## src/rtl/sramfb_pkg.sv

```systemverilog
// rtl/sramfb_pkg.sv - shared phase constants and window-state type for the SRAM arbiter
package sramfb_pkg;

    // Pixel-period slots: reads own phases 0-2, writes own phases 3-5.
    localparam logic [2:0] RD_START  = 3'd0;
    localparam logic [2:0] RD_HOLD   = 3'd1;
    localparam logic [2:0] RD_SAMPLE = 3'd2;
    localparam logic [2:0] WR_START  = 3'd3;
    localparam logic [2:0] WR_PULSE  = 3'd4;
    localparam logic [2:0] WR_END    = 3'd5;

    typedef enum logic [2:0] {
        WIN_IDLE,
        WIN_RD,
        WIN_WR_SETUP,
        WIN_WR_PULSE,
        WIN_WR_HOLD
    } win_state_t;

endpackage

```

## src/rtl/req_slot.sv

```systemverilog
// rtl/req_slot.sv - one-deep pending request slot with sticky drop flag
module req_slot #(
    parameter int ADDR_W = 18,
    parameter int DATA_W = 0
) (
    input  logic                     clk,
    input  logic                     rst_n,
    input  logic                     req,
    input  logic [ADDR_W+DATA_W-1:0] req_payload,
    input  logic                     done,
    input  logic                     overrun_clr,
    output logic                     busy,
    output logic [ADDR_W+DATA_W-1:0] payload,
    output logic                     overrun
);

    logic load;
    logic drop;

    // A request landing on the completion edge refills the slot, so back-to-back
    // requests one period apart never collide.
    assign load = req && (!busy || done);
    assign drop = req && busy && !done;

    // Slot occupancy, captured payload and sticky drop flag (a drop beats a clear).
    always_ff @(posedge clk or negedge rst_n) begin
        if (!rst_n) begin
            busy    <= 1'b0;
            payload <= '0;
            overrun <= 1'b0;
        end else begin
            if (load) begin
                busy    <= 1'b1;
                payload <= req_payload;
            end else if (done) begin
                busy    <= 1'b0;
            end
            overrun <= (overrun && !overrun_clr) || drop;
        end
    end

endmodule

```

## src/rtl/sram_arbiter.sv

```systemverilog
// rtl/sram_arbiter.sv - phase-slotted read/write arbiter for an asynchronous SRAM
module sram_arbiter
    import sramfb_pkg::*;
#(
    parameter int ADDR_W = 18,
    parameter int DATA_W = 16
) (
    input  logic              clk,
    input  logic              reset_n,
    input  logic [2:0]        clkPhase,
    input  logic              rd_req,
    input  logic [ADDR_W-1:0] rd_addr,
    output logic              rd_busy,
    output logic [DATA_W-1:0] rd_data,
    output logic              rd_valid,
    input  logic              wr_req,
    input  logic [ADDR_W-1:0] wr_addr,
    input  logic [DATA_W-1:0] wr_data,
    output logic              wr_busy,
    output logic [1:0]        overrun,
    input  logic              overrun_clr,
    output logic [ADDR_W-1:0] sram_addr,
    output logic [DATA_W-1:0] sram_wdata,
    input  logic [DATA_W-1:0] sram_rdata,
    output logic              sram_drive,
    output logic              sram_oe_n,
    output logic              sram_we_n,
    output logic              sram_ce_n
);

    win_state_t               state, nxt_state;
    logic [ADDR_W-1:0]        rd_addr_q;
    logic [ADDR_W-1:0]        wr_addr_q;
    logic [DATA_W-1:0]        wr_data_q;
    logic                     rd_done, wr_done;
    logic [ADDR_W-1:0]        nxt_addr;
    logic [DATA_W-1:0]        nxt_wdata, nxt_rd_data;
    logic                     nxt_drive, nxt_oe_n, nxt_we_n, nxt_ce_n, nxt_rd_valid;

    req_slot #(.ADDR_W(ADDR_W), .DATA_W(0)) u_rd_slot (
        .clk         (clk),
        .rst_n       (reset_n),
        .req         (rd_req),
        .req_payload (rd_addr),
        .done        (rd_done),
        .overrun_clr (overrun_clr),
        .busy        (rd_busy),
        .payload     (rd_addr_q),
        .overrun     (overrun[0])
    );

    req_slot #(.ADDR_W(ADDR_W), .DATA_W(DATA_W)) u_wr_slot (
        .clk         (clk),
        .rst_n       (reset_n),
        .req         (wr_req),
        .req_payload ({wr_addr, wr_data}),
        .done        (wr_done),
        .overrun_clr (overrun_clr),
        .busy        (wr_busy),
        .payload     ({wr_addr_q, wr_data_q}),
        .overrun     (overrun[1])
    );

    // Window sequencing: decide next state and next value of every SRAM-side register.
    // Phases 6/7 fall to the defaults, which abort the access but keep the slots.
    always_comb begin
        nxt_state    = WIN_IDLE;
        nxt_addr     = sram_addr;
        nxt_wdata    = sram_wdata;
        nxt_rd_data  = rd_data;
        nxt_rd_valid = 1'b0;
        nxt_drive    = 1'b0;
        nxt_oe_n     = 1'b1;
        nxt_we_n     = 1'b1;
        nxt_ce_n     = 1'b1;
        rd_done      = 1'b0;
        wr_done      = 1'b0;
        case (clkPhase)
            RD_START: begin
                if (rd_busy) begin
                    nxt_state = WIN_RD;
                    nxt_addr  = rd_addr_q;
                    nxt_ce_n  = 1'b0;
                    nxt_oe_n  = 1'b0;
                end
            end
            RD_HOLD: begin
                if (state == WIN_RD) begin
                    nxt_state = WIN_RD;
                    nxt_ce_n  = 1'b0;
                    nxt_oe_n  = 1'b0;
                end
            end
            RD_SAMPLE: begin
                if (state == WIN_RD) begin
                    nxt_rd_data  = sram_rdata;
                    nxt_rd_valid = 1'b1;
                    rd_done      = 1'b1;
                end
            end
            WR_START: begin
                if (wr_busy) begin
                    nxt_state = WIN_WR_SETUP;
                    nxt_addr  = wr_addr_q;
                    nxt_wdata = wr_data_q;
                    nxt_drive = 1'b1;
                    nxt_ce_n  = 1'b0;
                end
            end
            WR_PULSE: begin
                if (state == WIN_WR_SETUP) begin
                    nxt_state = WIN_WR_PULSE;
                    nxt_drive = 1'b1;
                    nxt_ce_n  = 1'b0;
                    nxt_we_n  = 1'b0;
                end
            end
            WR_END: begin
                // we_n rises here; bus stays driven one more cycle for hold time.
                if (state == WIN_WR_PULSE) begin
                    nxt_state = WIN_WR_HOLD;
                    nxt_drive = 1'b1;
                    nxt_ce_n  = 1'b0;
                    wr_done   = 1'b1;
                end
            end
            default: ;
        endcase
    end

    // Register the window state and all SRAM-facing outputs.
    always_ff @(posedge clk or negedge reset_n) begin
        if (!reset_n) begin
            state      <= WIN_IDLE;
            sram_addr  <= '0;
            sram_wdata <= '0;
            rd_data    <= '0;
            rd_valid   <= 1'b0;
            sram_drive <= 1'b0;
            sram_oe_n  <= 1'b1;
            sram_we_n  <= 1'b1;
            sram_ce_n  <= 1'b1;
        end else begin
            state      <= nxt_state;
            sram_addr  <= nxt_addr;
            sram_wdata <= nxt_wdata;
            rd_data    <= nxt_rd_data;
            rd_valid   <= nxt_rd_valid;
            sram_drive <= nxt_drive;
            sram_oe_n  <= nxt_oe_n;
            sram_we_n  <= nxt_we_n;
            sram_ce_n  <= nxt_ce_n;
        end
    end

endmodule

```

## config.mk

```make
export PLATFORM = sky130hd
export DESIGN_NAME = sram_arbiter
export DESIGN_NICKNAME = d
export VERILOG_FILES = /design/src/rtl/sramfb_pkg.sv /design/src/rtl/req_slot.sv /design/src/rtl/sram_arbiter.sv
export SDC_FILE = /design/constraint.sdc
export NUM_CORES = 1
export LEC_CHECK = 0
export CORE_UTILIZATION = 24
export DETAILED_ROUTE_END_ITERATION = 7
export GPL_TIMING_DRIVEN = 0
export PLACE_DENSITY = 0.51
export SLEW_MARGIN = 30
export SYNTH_ARGS = -nofsm -noshare
export SYNTH_HDL_FRONTEND = slang
export SYNTH_SLANG_ARGS = --single-unit
```

## constraint.sdc

```tcl
create_clock -name clk -period 2.2 [get_ports clk]
set_input_delay 0.66 -clock clk [delete_from_list [all_inputs] [get_ports clk]]
set_output_delay 0.66 -clock clk [all_outputs]
set_load 0.02 [all_outputs]
```

# [Word-level counts from Yosys, hierarchy flattened]
# Cells that the tools add are included.
[classes] n_eq_ne=10 n_mux=28 n_reduce_logical=24
[op_table] cell="2-to-1 mux 18 bit" count=2
[op_table] cell="case mux 18 bit (2 select lines)" count=1
[op_table] cell="2-to-1 mux 1 bit" count=18
[op_table] cell="case mux 3 bit (5 select lines)" count=1
[op_table] cell="equality test 3 x 2 -> 1 bit, second input constant" count=4
[op_table] cell="logical AND 1 bit" count=8
[op_table] cell="equality test 3 x 1 -> 1 bit, second input constant" count=2
[op_table] cell="equality test 3 bit, second input constant" count=2
[op_table] cell="nonzero test 2 bit" count=3
[op_table] cell="logical NOT 1 bit" count=5
[op_table] cell="case mux 1 bit (5 select lines)" count=1
[op_table] cell="logical OR 1 bit" count=4
[op_table] cell="2-to-1 mux 2 bit" count=2
[op_table] cell="inequality test 2 x 1 -> 1 bit, second input constant" count=2
[op_table] cell="AND reduction 2 bit" count=2
[op_table] cell="logical NOT 3 bit" count=1
[op_table] cell="2-to-1 mux 3 bit" count=1
[op_table] cell="case mux 1 bit (3 select lines)" count=1
[op_table] cell="AND reduction 3 bit" count=1
[op_table] cell="case mux 1 bit (2 select lines)" count=1
[totals] ff_bits=114 input_bits=76 out_inout_bits=59 word_cells=77

# [Logic depth before layout (Yosys ltp)]
# Gate-level depths: netlist (run 1).
[depth] word_depth=6 depth_mapped=6 mapped_depth_nobuf=3

# [Cells and area by module]
# From an unflattened synthesis (run 1), not the netlist that was laid out.
[unflattened] cells_unflattened=284 area_unflattened_um2=4837.1
[by_module_without_submodules] module="sram_arbiter" n_inst=1 cells_each=160 area_each_um2=2534.9 seq_area_each_um2=1455.1
[by_module_without_submodules] module="req_slot (u_wr_slot)" n_inst=1 cells_each=79 area_each_um2=1498.9 seq_area_each_um2=900.9
[by_module_without_submodules] module="req_slot (u_rd_slot)" n_inst=1 cells_each=45 area_each_um2=803.3 seq_area_each_um2=500.5

# [Worst setup path before layout (run 1)]
# OpenSTA, ideal clock, no wires.
[synth_path] kind="input port to flip-flop" from="in clkPhase[1]" to="reg u_wr_slot.payload[10]" arrival_time_ps=2094 required_ps=2075 setup_slack_ps=-18 stages=5 cell_sequence="buf_6 -> or3b_4 -> o32ai_4 -> buf_6 -> mux2_2"
[synth_via] elab_chain_cells=4
[synth_rtl] element="start, declared" line="sram_arbiter.sv:10" rtl="input logic [2:0] clkPhase,"
[synth_rtl] element="equality test 3 bit" line="sram_arbiter.sv:78" rtl="case (clkPhase)"
[synth_rtl] element="2-to-1 mux 1 bit" line="sram_arbiter.sv:78"
[synth_rtl] element="logical OR 1 bit" line="req_slot.sv:22" rtl="assign load = req && (!busy || done);"
[synth_rtl] element="logical AND 1 bit" line="req_slot.sv:22"
[synth_rtl] element="end signal, assigned" line="req_slot.sv:34" rtl="payload <= req_payload;"
[synth_rtl] element="end, declared" line="req_slot.sv:13" rtl="output logic [ADDR_W+DATA_W-1:0] payload,"
# Every way passes these cells.
# A chain may end at the register's enable or synchronous reset.

# [Worst setup path after layout (run 1)]
[layout_path] from="in clkPhase[0]" to="reg sram_addr[9]"
[layout_via] elab_chain_cells=3
[layout_rtl] element="equality test 3 x 2 -> 1 bit or logical NOT 3 bit (tied branches)" line="sram_arbiter.sv:78"
[layout_rtl] element="inequality test 2 x 1 -> 1 bit (no line) or nonzero test 2 bit (tied branches)"
[layout_rtl] element="AND reduction 3 bit (no line)"
[layout_rtl] element="end signal, assigned" line="sram_arbiter.sv:145" rtl="sram_addr <= nxt_addr;"
[layout_rtl] element="end, declared" line="sram_arbiter.sv:22" rtl="output logic [ADDR_W-1:0] sram_addr,"
# Parallel ways exist; a longest one is shown, timed or not.

==> flow_summary.ini, run 1 <==
[run_status]
status = complete, no violations

[synth]
synthTopCellsByArea = dfrtp_1 (60%), mux2_2 (28%), dfstp_2 (1.7%)
netlist_instances = 289
yosysWarnings = 0
synth-seq-cells = 114
syn_avg_cell_area_sq_um = 16.0
syn_nets = 365
yosysUniqueCellTypes = 30
yosysTopAreaCellShare = 0.602
synth_top_area_cell = dfrtp_1
ys_seq_area_frac = 0.619
synth_area_sq_um = 4610

[sta]
hold_viol = 0
min_period_ps = 2190
maxSlewHeadroom = 0.729
fin_crit_sh = 0.994
maxClockFrequency_mhz = 457
setup_violations = 0
finClkSkew_ps = 6.30
whs_ps = 151
worst_pin_slew_ps = 407
maxSlewViolCount = 0

[layout]
utilization = 0.368
antennaDiodeCount = 0
mostFrequentLayoutCells = clkdlybuf4s50_1 (126), mux2_2 (116), dfrtp_1 (111)
layout_commonest_cell = clkdlybuf4s50_1
area_delta_synth_final_pct = 49.8
fin_nets = 524
final_layout_size_suffix_gt1_frac = 0.389

[power]
ir_drop_v = 0.000494
pwr_density_cell_nw_per_um2 = 1030
p_leak_nw = 2.97
p_total_mw = 7.12

[placed_design]
place_hpwl_um = 7410
portBuffers = 132
place_congestion = 0.698

[cts]
cts_buffers = 17
cts_tree = yes
numClockSinks = 114
h-tree-depth = 4
cts.path.max_buffers = 2
root_buffer = clkbuf_16
clk_pin_slew_ps = 50
clk_latency_ps = 400

[critical_path]
required_ps = 2480
crit-reg2reg-launch = state[1]
slowest_stage = clkdlybuf4s50_1
critPathKind = input pin to register
crit_fanout = 10
path_cells = clkdlybuf4s50_1, buf_6, or3b_4, a21oi_4, clkbuf_16, mux2_2
critical_path.endpoint_type = register
crit_start = clkPhase[0]
reg2reg_depth = 5
max_stage_delay_ps = 440
cp-start-kind = input pin
worst_ep_arrival_time_ps = 2470

[global_routing]
antenna_found_initial = 0
grt_pass1_wl_um = 17500
grt_use_total = 0.119
grt_max_degree = 65
grt_pass1_vias = 3302
overflow = 0

[routing]
routed_via_density = 4.24
detail-route-antenna-nets = 0
routed_wl_um = 11000
wire_per_inst_um = 15.8
drc = 0
dr.pass1.iters = 4
drt_iter0_markers = 103
vias = 2945

[floorplanning]
initial_utilization = 0.246
core_sq_um = 18800
fp.dieW_um = 141
die_h_um = 141
dieArea_sq_um = 19800
std_cell_rows = 50
pin_count = 135

[flow_run]
cap_violations = 0

[worst_hold_path]
holdCritPathClass = input pin to async pin
[synth_stat cells]
| cell | number |
|---|---|
| nand2_1 | 4 |
| nand2b_1 | 3 |
| o21ai_0 | 3 |
| mux2_2 | 116 |
| o32ai_4 | 1 |
| buf_4 | 2 |
| nand3_1 | 2 |
| buf_6 | 7 |
| nand4b_1 | 1 |
| nand3b_1 | 1 |
| xor2_1 | 1 |
| a21oi_4 | 1 |
| o32a_1 | 1 |
| nor2b_1 | 1 |
| a21o_1 | 2 |
| or3_1 | 2 |
| or4b_2 | 1 |
| inv_1 | 6 |
| clkbuf_1 | 1 |
| o311ai_0 | 1 |
| mux2_1 | 4 |
| a32o_1 | 2 |
| or3b_2 | 1 |
| dfstp_2 | 3 |
| nor2_1 | 2 |
| nor4bb_1 | 1 |
| or3b_4 | 1 |
| buf_2 | 6 |
| or3b_1 | 1 |
| dfrtp_1 | 111 |
[logic make-up after synthesis]
kind of cell / share of synthesized area
AOI/OAI and AO/OA: 0.0244
DFF: 0.619
buffers and inverters: 0.0325
muxes: 0.293
and+or+nand+nor: 0.0293
xor gates and xnor gates: 0.00190
[flip-flops by register name, summed over array words and instances (netlist names)]
name and flops:
sram_wdata 16, sram_addr 18, sram_ce_n 1, u_rd_slot.payload 18, u_rd_slot.overrun 1, sram_we_n 1
u_rd_slot.busy 1, state 3, rd_valid 1, u_wr_slot.overrun 1, u_wr_slot.payload 34, sram_oe_n 1
sram_drive 1, u_wr_slot.busy 1, rd_data 16
[metrics by stage]
step	worst slack (ps)	instance area (sq um)	TNS, ps	instances
2_1_floorplan	18.8	4610	0	289
3_3_place_gp	-4080	6230	-501780	655
3_5_place_dp	-774	6260	-43140	656
4_1_cts	9.13	6860	0	692
5_1_grt	-5.40	6910	-10.6	694
6_report	13.9	6910	0	694
[cell type report]
type | instances | area (sq um)
Inverter | 6 | 22.5
Multi-Input combinational cell | 153 | 1610
Tap cell | 234 | 293
Clock buffer | 22 | 484
Timing Repair Buffer | 141 | 1430
Buffer | 15 | 134
Fill cell | 1801 | 11900
Sequential cell | 114 | 2860
Clock inverter | 9 | 81.3
[worst max-delay path, delay by kind of cell]
family / cells / cell delay [ps]
buf+inv: 3 / 800
compound gates: 1 / 300
mux: 1 / 320
simple gates: 1 / 380
[metal layers]
layer,share of wire,vias up,track usage
met5,0,-,0
li1,-,1340,-
met3,0.068,8,0.0503
met2,0.48,92,0.194
met1,0.44,1505,0.141
met4,0.0095,0,0.0395
[final timing paths]
check / to / slack [ps]
setup / recovery: sram_addr[9] / 10
hold / removal: sram_wdata[10] / 150
setup reg to reg: u_rd_slot.payload[16] / 190
hold reg to reg: u_wr_slot.payload[13] / 490
max in group asynchronous: sram_ce_n / 1330
min in group clk: u_wr_slot.payload[13] / 490
[report_power, final]
part           switching, mW  internal, mW
Combinational          0.717          1.02
Sequential             0.226          2.56
Clock                  0.934          1.66
[timing repair]
item                       in CTS  in global routing
cloned                          0                  1
setup buffers                   6                  1
pin swaps                       3                  1
setup endpoints to repair      61                 12
hold buffers                    0                  0
gates resized for setup         5                  7
Note: power is estimated with default switching activity, not from simulation.
==> run 2: changes to the inputs <==
Settings changed: PLACE_DENSITY 0.51 to default, SYNTH_HIERARCHICAL from default to 1.
Clock period 2.2 ns to 2.3 ns, I/O delays scaled along.
==> flow_summary.ini, run 2 <==
[global_routing]
overflow = 0
grt_pass1_wl_um = 17200
antenna_found_initial = 0
grt_pass1_vias = 3191
grt_max_degree = 59
grt_use_total = 0.113

[sta]
whs_ps = 201
rsz0062_at_grt = false
worst_pin_slew_ps = 490
finClkSkew_ps = 8.05
maxSlewHeadroom = 0.673
fin_crit_sh = 0.958
hold_viol = 0
maxClockFrequency_mhz = 454
min_period_ps = 2200
setup_violations = 0
maxSlewViolCount = 0

[critical_path]
critPathKind = register to output port
crit_fanout = 1
crit_start = sram_we_n
crit-reg2reg-launch = state[1]
worst_ep_arrival_time_ps = 1510
cp-start-kind = register
cp_top_family = buffers and inverters
slowest_stage = clkdlybuf4s50_1
required_ps = 1610
path_buf_inv = 1
critical_path.endpoint_type = output port
max_stage_delay_ps = 610
path_cells = clkdlybuf4s50_1

[cts]
cts_tree = yes
clk_pin_slew_ps = 50
cts_buffers = 17
cts.path.max_buffers = 2
h-tree-depth = 4
numClockSinks = 114
clk_latency_ps = 410
root_buffer = clkbuf_16

[power]
p_leak_nw = 3.26
ir_drop_v = 0.000458
pwr_density_cell_nw_per_um2 = 995

[routing]
vias = 2902
detail-route-antenna-nets = 0
routed_via_density = 4.07
drt_iter0_markers = 97
dr.pass1.iters = 4
routed_wl_um = 11000
drc = 0
wire_per_inst_um = 15.4

[synth]
synth_edf_count = 0
netlist_instances = 284
synth-seq-cells = 114
yosysUniqueCellTypes = 31
synth-main-ff-cell = dfrtp_1
synthArstFlopShare = 1.00
yosysTopAreaCellShare = 0.574
ys_seq_area_frac = 0.591
synth_top_area_cell = dfrtp_1
synthTopCellsByArea = dfrtp_1 (57%), mux2_2 (16%), mux2_4 (16%)
syn_nets = 360
synth_commonest_cells = dfrtp_1 (111), mux2_2 (70), mux2_4 (50)
yosysWarnings = 6
yosysMostFrequentCell = dfrtp_1
synth_area_sq_um = 4840
syn_avg_cell_area_sq_um = 17.0

[layout]
reg_top3 = u_wr_slot/payload x34, sram_addr x18, u_rd_slot/payload x18
fin_nets = 511
multiInputGateArea_sq_um = 1820
nFillCells = 1927
instances_no_fill = 713
layout_commonest_cell = clkdlybuf4s50_1
mostFrequentLayoutCells = clkdlybuf4s50_1 (129), dfrtp_1 (111), mux2_2 (70)
largest_register = u_wr_slot/payload
antennaDiodeCount = 0
seqCellArea_sq_um = 2860
final_layout_size_suffix_gt1_frac = 0.395
area_delta_synth_final_pct = 47.3
largest_reg_flops = 34

[placed_design]
place_congestion = 0.694
portBuffers = 131
dp_cells = 681
place_hpwl_um = 7740

[flow_run]
cap_violations = 0

[run_status]
status = complete, no violations

[floorplanning]
dieArea_sq_um = 20700
core_sq_um = 19600
initial_utilization = 0.247
pin_count = 135
std_cell_rows = 51
die_h_um = 144
fp.dieW_um = 144

[worst_hold_path]
holdCritPathClass = input pin to async pin
run 2: logic make-up (layout without fill, tap and decap cells):
group,Yosys count,count (layout),share of synthesized area
buf+inv,18,182,0.0370
xor+xnor,1,1,0.00181
simple gates,24,24,0.0411
mux,120,120,0.318
flops,114,114,0.591
compound gates,7,7,0.0114
run 2: routing by layer:
layer,vias to the layer above,GRT usage,routed length (um)
met3,11,0.0413,738
met5,-,0,0
li1,1314,-,-
met2,93,0.181,5350
met4,0,0.0437,122
met1,1484,0.139,4790
run 2: per-stage QoR:
stage	util	cell area (sq um)	setup WS [ps]	total power, mW	TNS (ps)
after CTS	0.364	7130	61.0	7.22	0
after global placement	0.332	6500	-3790	4.43	-428820
final	0.364	7130	96.0	7.09	0
after floorplan	-	4860	47.2	3.63	0
after detailed placement	0.333	6530	-168	4.49	-2050
after global routing	0.364	7130	34.8	7.45	0
run 2: path summary, 6_finish.rpt:
path	endpoint	cells after the start	slack [ps]
min in group clk	u_rd_slot/payload[10]	1	500
max in group asynchronous	u_rd_slot/payload[9]	2	1460
hold reg to reg	u_rd_slot/payload[10]	1	500
setup reg to reg	u_rd_slot/payload[2]	8	130
hold / removal	u_wr_slot/payload[6]	1	200
setup / recovery	sram_we_n	1	100
run 2: cell type report:
class / instances / share of cell area
buffer: 12 / 0.0223
inverter: 6 / 0.00316
sequential: 114 / 0.401
timing repair buffer: 132 / 0.188
tap: 265 / 0.0465
multi-input combinational: 152 / 0.255
clock buffer: 21 / 0.0646
clock inverter: 11 / 0.0190
run 2: report_power, final:
group          total [mW]  internal [mW]  switching [mW]  leakage, nW
combinational        1.76           1.07           0.687         1.56
sequential           2.68           2.45           0.232         1.40
clock                2.66           1.75           0.910        0.292
total                7.09           5.26            1.83         3.26
run 2: what timing repair did:
| action | 4_1_cts | 5_1_grt |
|---|---|---|
| resized for setup | 1 | 0 |
| setup buffers | 0 | 0 |
| setup endpoints to repair | 1 | 0 |
| hold buffers | 0 | 0 |
| hold endpoints to repair | 0 | 0 |
==> run 3: changes to the inputs <==
Settings changed: CELL_PAD_IN_SITES_DETAIL_PLACEMENT from default to 1, CELL_PAD_IN_SITES_GLOBAL_PLACEMENT from default to 1, PLACE_DENSITY_LB_ADDON from default to 0.1.
==> flow_summary.ini, run 3 (synthesis results as in run 2) <==
[routing]
routed_wl_um = 12000
dr.pass1.iters = 4
vias = 2897
routed_via_density = 4.05
drc = 0
drt_iter0_markers = 72
detail-route-antenna-nets = 0
wire_per_inst_um = 16.7

[floorplanning]
die_h_um = 144
dieArea_sq_um = 20700
pin_count = 135
initial_utilization = 0.247
std_cell_rows = 51
fp.dieW_um = 144
core_sq_um = 19600

[global_routing]
grt_busiest_layer = met2
grt_util_met1 = 0.152
met3_usage = 0.0480
grt_max_degree = 70
antenna_found_initial = 1
grt_use_total = 0.125
use_met2 = 0.197
grt_pass1_wl_um = 19000
grt_pass1_vias = 3312
overflow = 0

[sta]
maxClockFrequency_mhz = 453
setup_violations = 0
whs_ps = 175
setup_slack_ps = 90.9
setup_tns_ps = 0
fin_crit_sh = 0.960
min_period_ps = 2210
rsz0062_at_grt = false
finClkSkew_ps = 6.63
maxSlewViolCount = 0
hold_viol = 0
worst_pin_slew_ps = 451
maxSlewHeadroom = 0.698

[layout]
instances_no_fill = 716
antennaDiodeCount = 0
final_layout_size_suffix_gt1_frac = 0.397
largest_register = u_wr_slot/payload
fin_nets = 514
area_delta_synth_final_pct = 47.1
largest_reg_flops = 34
mostFrequentLayoutCells = clkdlybuf4s50_1 (129), dfrtp_1 (111), mux2_2 (70)
utilization = 0.363
layout_commonest_cell = clkdlybuf4s50_1
fin_area_sq_um = 7120
reg_top3 = u_wr_slot/payload x34, sram_addr x18, u_rd_slot/payload x18

[cts]
root_buffer = clkbuf_16
numClockSinks = 114
cts_tree = yes
cts.hold.buffers_added = 0
clk_pin_slew_ps = 60
cts.path.max_buffers = 2
cts_buffers = 17
h-tree-depth = 4
clk_latency_ps = 400

[critical_path]
critPathKind = register to output port
cp_top_family = buffers and inverters
required_ps = 1610
worst_ep_arrival_time_ps = 1520
slowest_stage = clkdlybuf4s50_1
crit_fanout = 4
cp-start-kind = register
critical_path.endpoint_type = output port
path_cells = clkdlybuf4s50_1
max_stage_delay_ps = 690
path_buf_inv = 1

[power]
p_total_mw = 6.98
pwr_density_cell_nw_per_um2 = 980
p_leak_nw = 3.26
ir_drop_v = 0.000406

[placed_design]
portBuffers = 131
place_hpwl_um = 8160
place_congestion = 0.701
dp_slack_ps = -249
placed_cell_area_sq_um = 6530
dp_cells = 681

[run_status]
status = complete, no violations

[worst_hold_path]
holdCritPathClass = input pin to async pin

[flow_run]
cap_violations = 0
-- run 3: final timing paths --
check | start | endpoint | slack [ps] | cells past startpoint
min in group clk | u_rd_slot/payload[12] | u_rd_slot/payload[12] | 500 | 1
max in group asynchronous | reset_n | u_rd_slot/payload[13] | 1440 | 2
hold / removal | reset_n | u_wr_slot/payload[11] | 180 | 1
hold reg to reg | u_rd_slot/payload[12] | u_rd_slot/payload[12] | 500 | 1
setup / recovery | u_wr_slot/busy | wr_busy | 90 | 1
setup reg to reg | state[1] | u_rd_slot/payload[4] | 190 | 8
-- run 3: repair_timing --
action	4_1_cts	5_1_grt
resized for setup	1	0
setup buffers	0	3
pin swaps	0	1
setup endpoints to repair	1	10
-- run 3: layout make-up --
| type | instances | area, sq um |
|---|---|---|
| Buffer | 12 | 159 |
| Clock buffer | 21 | 450 |
| Clock inverter | 11 | 111 |
| Fill cell | 2041 | 12500 |
| Inverter | 6 | 22.5 |
| Multi-Input combinational cell | 152 | 1820 |
| Sequential cell | 114 | 2860 |
| Tap cell | 265 | 332 |
| Timing Repair Buffer | 135 | 1370 |
-- run 3: power breakdown --
part	leakage, nW	internal, mW	switching (mW)
Combinational	1.58	1.07	0.695
Clock	0.281	1.61	0.927
Sequential	1.40	2.45	0.227
-- run 3: metal layers --
layer | up-vias | wire [um]
li1 | 1316 | -
met1 | 1488 | 5120
met2 | 82 | 5820
met3 | 11 | 865
met4 | 0 | 166
met5 | - | 0
==> variant: new RTL, flow settings as in run 2 <==
`ADDR_W` is set to 18 in 2 places; all go to 26.
--- a/src/rtl/req_slot.sv
+++ b/src/rtl/req_slot.sv
@@ -2,3 +2,3 @@
 module req_slot #(
-    parameter int ADDR_W = 18,
+    parameter int ADDR_W = 26,
     parameter int DATA_W = 0
--- a/src/rtl/sram_arbiter.sv
+++ b/src/rtl/sram_arbiter.sv
@@ -4,3 +4,3 @@
 #(
-    parameter int ADDR_W = 18,
+    parameter int ADDR_W = 26,
     parameter int DATA_W = 16
Ports: changed (resized rd_addr, sram_addr and wr_addr); port bits go from 135 to 159. The function was not compared with the original's and may differ.
==> variant against run 2 <==
Die area increased by 22%; wire length increased by 31%; design area increased by 19%; worst setup slack got worse by 0.048 ns; power increased by 16%; combinational power increased by 25%; sequential cell count increased by 24; synthesized area increased by 22%; highest routed layer unchanged.
==> variant: results (changes against run 2) <==
* Status: finished clean (unchanged)
* Period utilization at 97.9% (was 95.8%)
* Global-route wire length before repair at 22.9 mm (was 17.2 mm)
* Cells after DPL at 819 (was 681)
* Commonest cells post-synth: 135 x dfrtp_1, 82 x mux2_2, 70 x mux2_4 (was 111 x dfrtp_1, 70 x mux2_2, 50 x mux2_4)
* Net count after synthesis at 436 (was 360)
* CP startpoint: sram_oe_n (was sram_we_n)
* Iter 0 DRT Violations at 100 (was 97)
* P_leak at 3.89 nW (was 3.26 nW)
* Vias per Instance at 4.08 (was 4.07)
* Fin nets at 611 (was 511)
* Grt met1 use at 14.5% (was 13.9%)
* Multi-input logic area at 2250 um^2 (was 1820 um^2)
* Number of fillers in the final layout at 2260 (was 1927)
* DP Worst Slack at -0.258 ns (was -0.168 ns)
* Largest net degree at the start of global routing at 88 (was 59)
* Post-synthesis mux area share at 33.5% (was 31.8%)
* Hold Slack at 0.179 ns (was 0.201 ns)
* Post-synthesis cell type count at 32 (was 31)
* Top Registers: u_wr_slot/payload x42, sram_addr x26, u_rd_slot/payload x26 (was u_wr_slot/payload x34, sram_addr x18, u_rd_slot/payload x18)
* Post-synthesis xor/xnor area fraction at 0.149% (was 0.181%)
* Vias in the first global route at 4017 (was 3191)
* CP peak stage delay at 0.64 ns (was 0.61 ns)
* WL/cell at 17.0 um (was 15.4 um)
* Synth top area cells: dfrtp_1 57%, mux2_4 18%, mux2_2 16% (was dfrtp_1 57%, mux2_2 16%, mux2_4 16%)
* GR Util met3 at 4.26% (was 4.13%)
* CP endpoint: sram_oe_n (was sram_we_n)
-- variant: cell count changes in the layout (fill, tap and decap cells not counted), sizes merged --
cell                  run 2  this run
dlygate4sd2               1         0
dfrtp                   111       135
clkinv                    6         3
clkdlybuf4s50           129       154
mux2                    120       152
bufinv                    3         2
buf                      14        18
clkbuf                   21        26
clkinvlp                  2         1
-- variant: area by class of cell --
cell class | instances | share of cell area (%)
flip-flops and latches | 138 | 40.8
multi-input cells | 184 | 26.6
repair buffers | 156 | 18.7
clock buffers | 26 | 5.88
well taps | 319 | 4.71
plain buffers | 16 | 2.11
clock inverters | 6 | 1.02
inverters | 6 | 0.265
-- variant: layer usage --
layer | vias to the layer above | part of all wire (%)
met3 | 11 | 6.1
met5 | - | 0
li1 | 1568 | -
met2 | 101 | 49
met1 | 1790 | 44
met4 | 0 | 1.0
-- variant: power by group --
part | switching (mW) | internal (mW)
clock | 1.01 | 1.71
combinational | 0.850 | 1.35
sequential | 0.307 | 2.99
total | 2.17 | 6.05
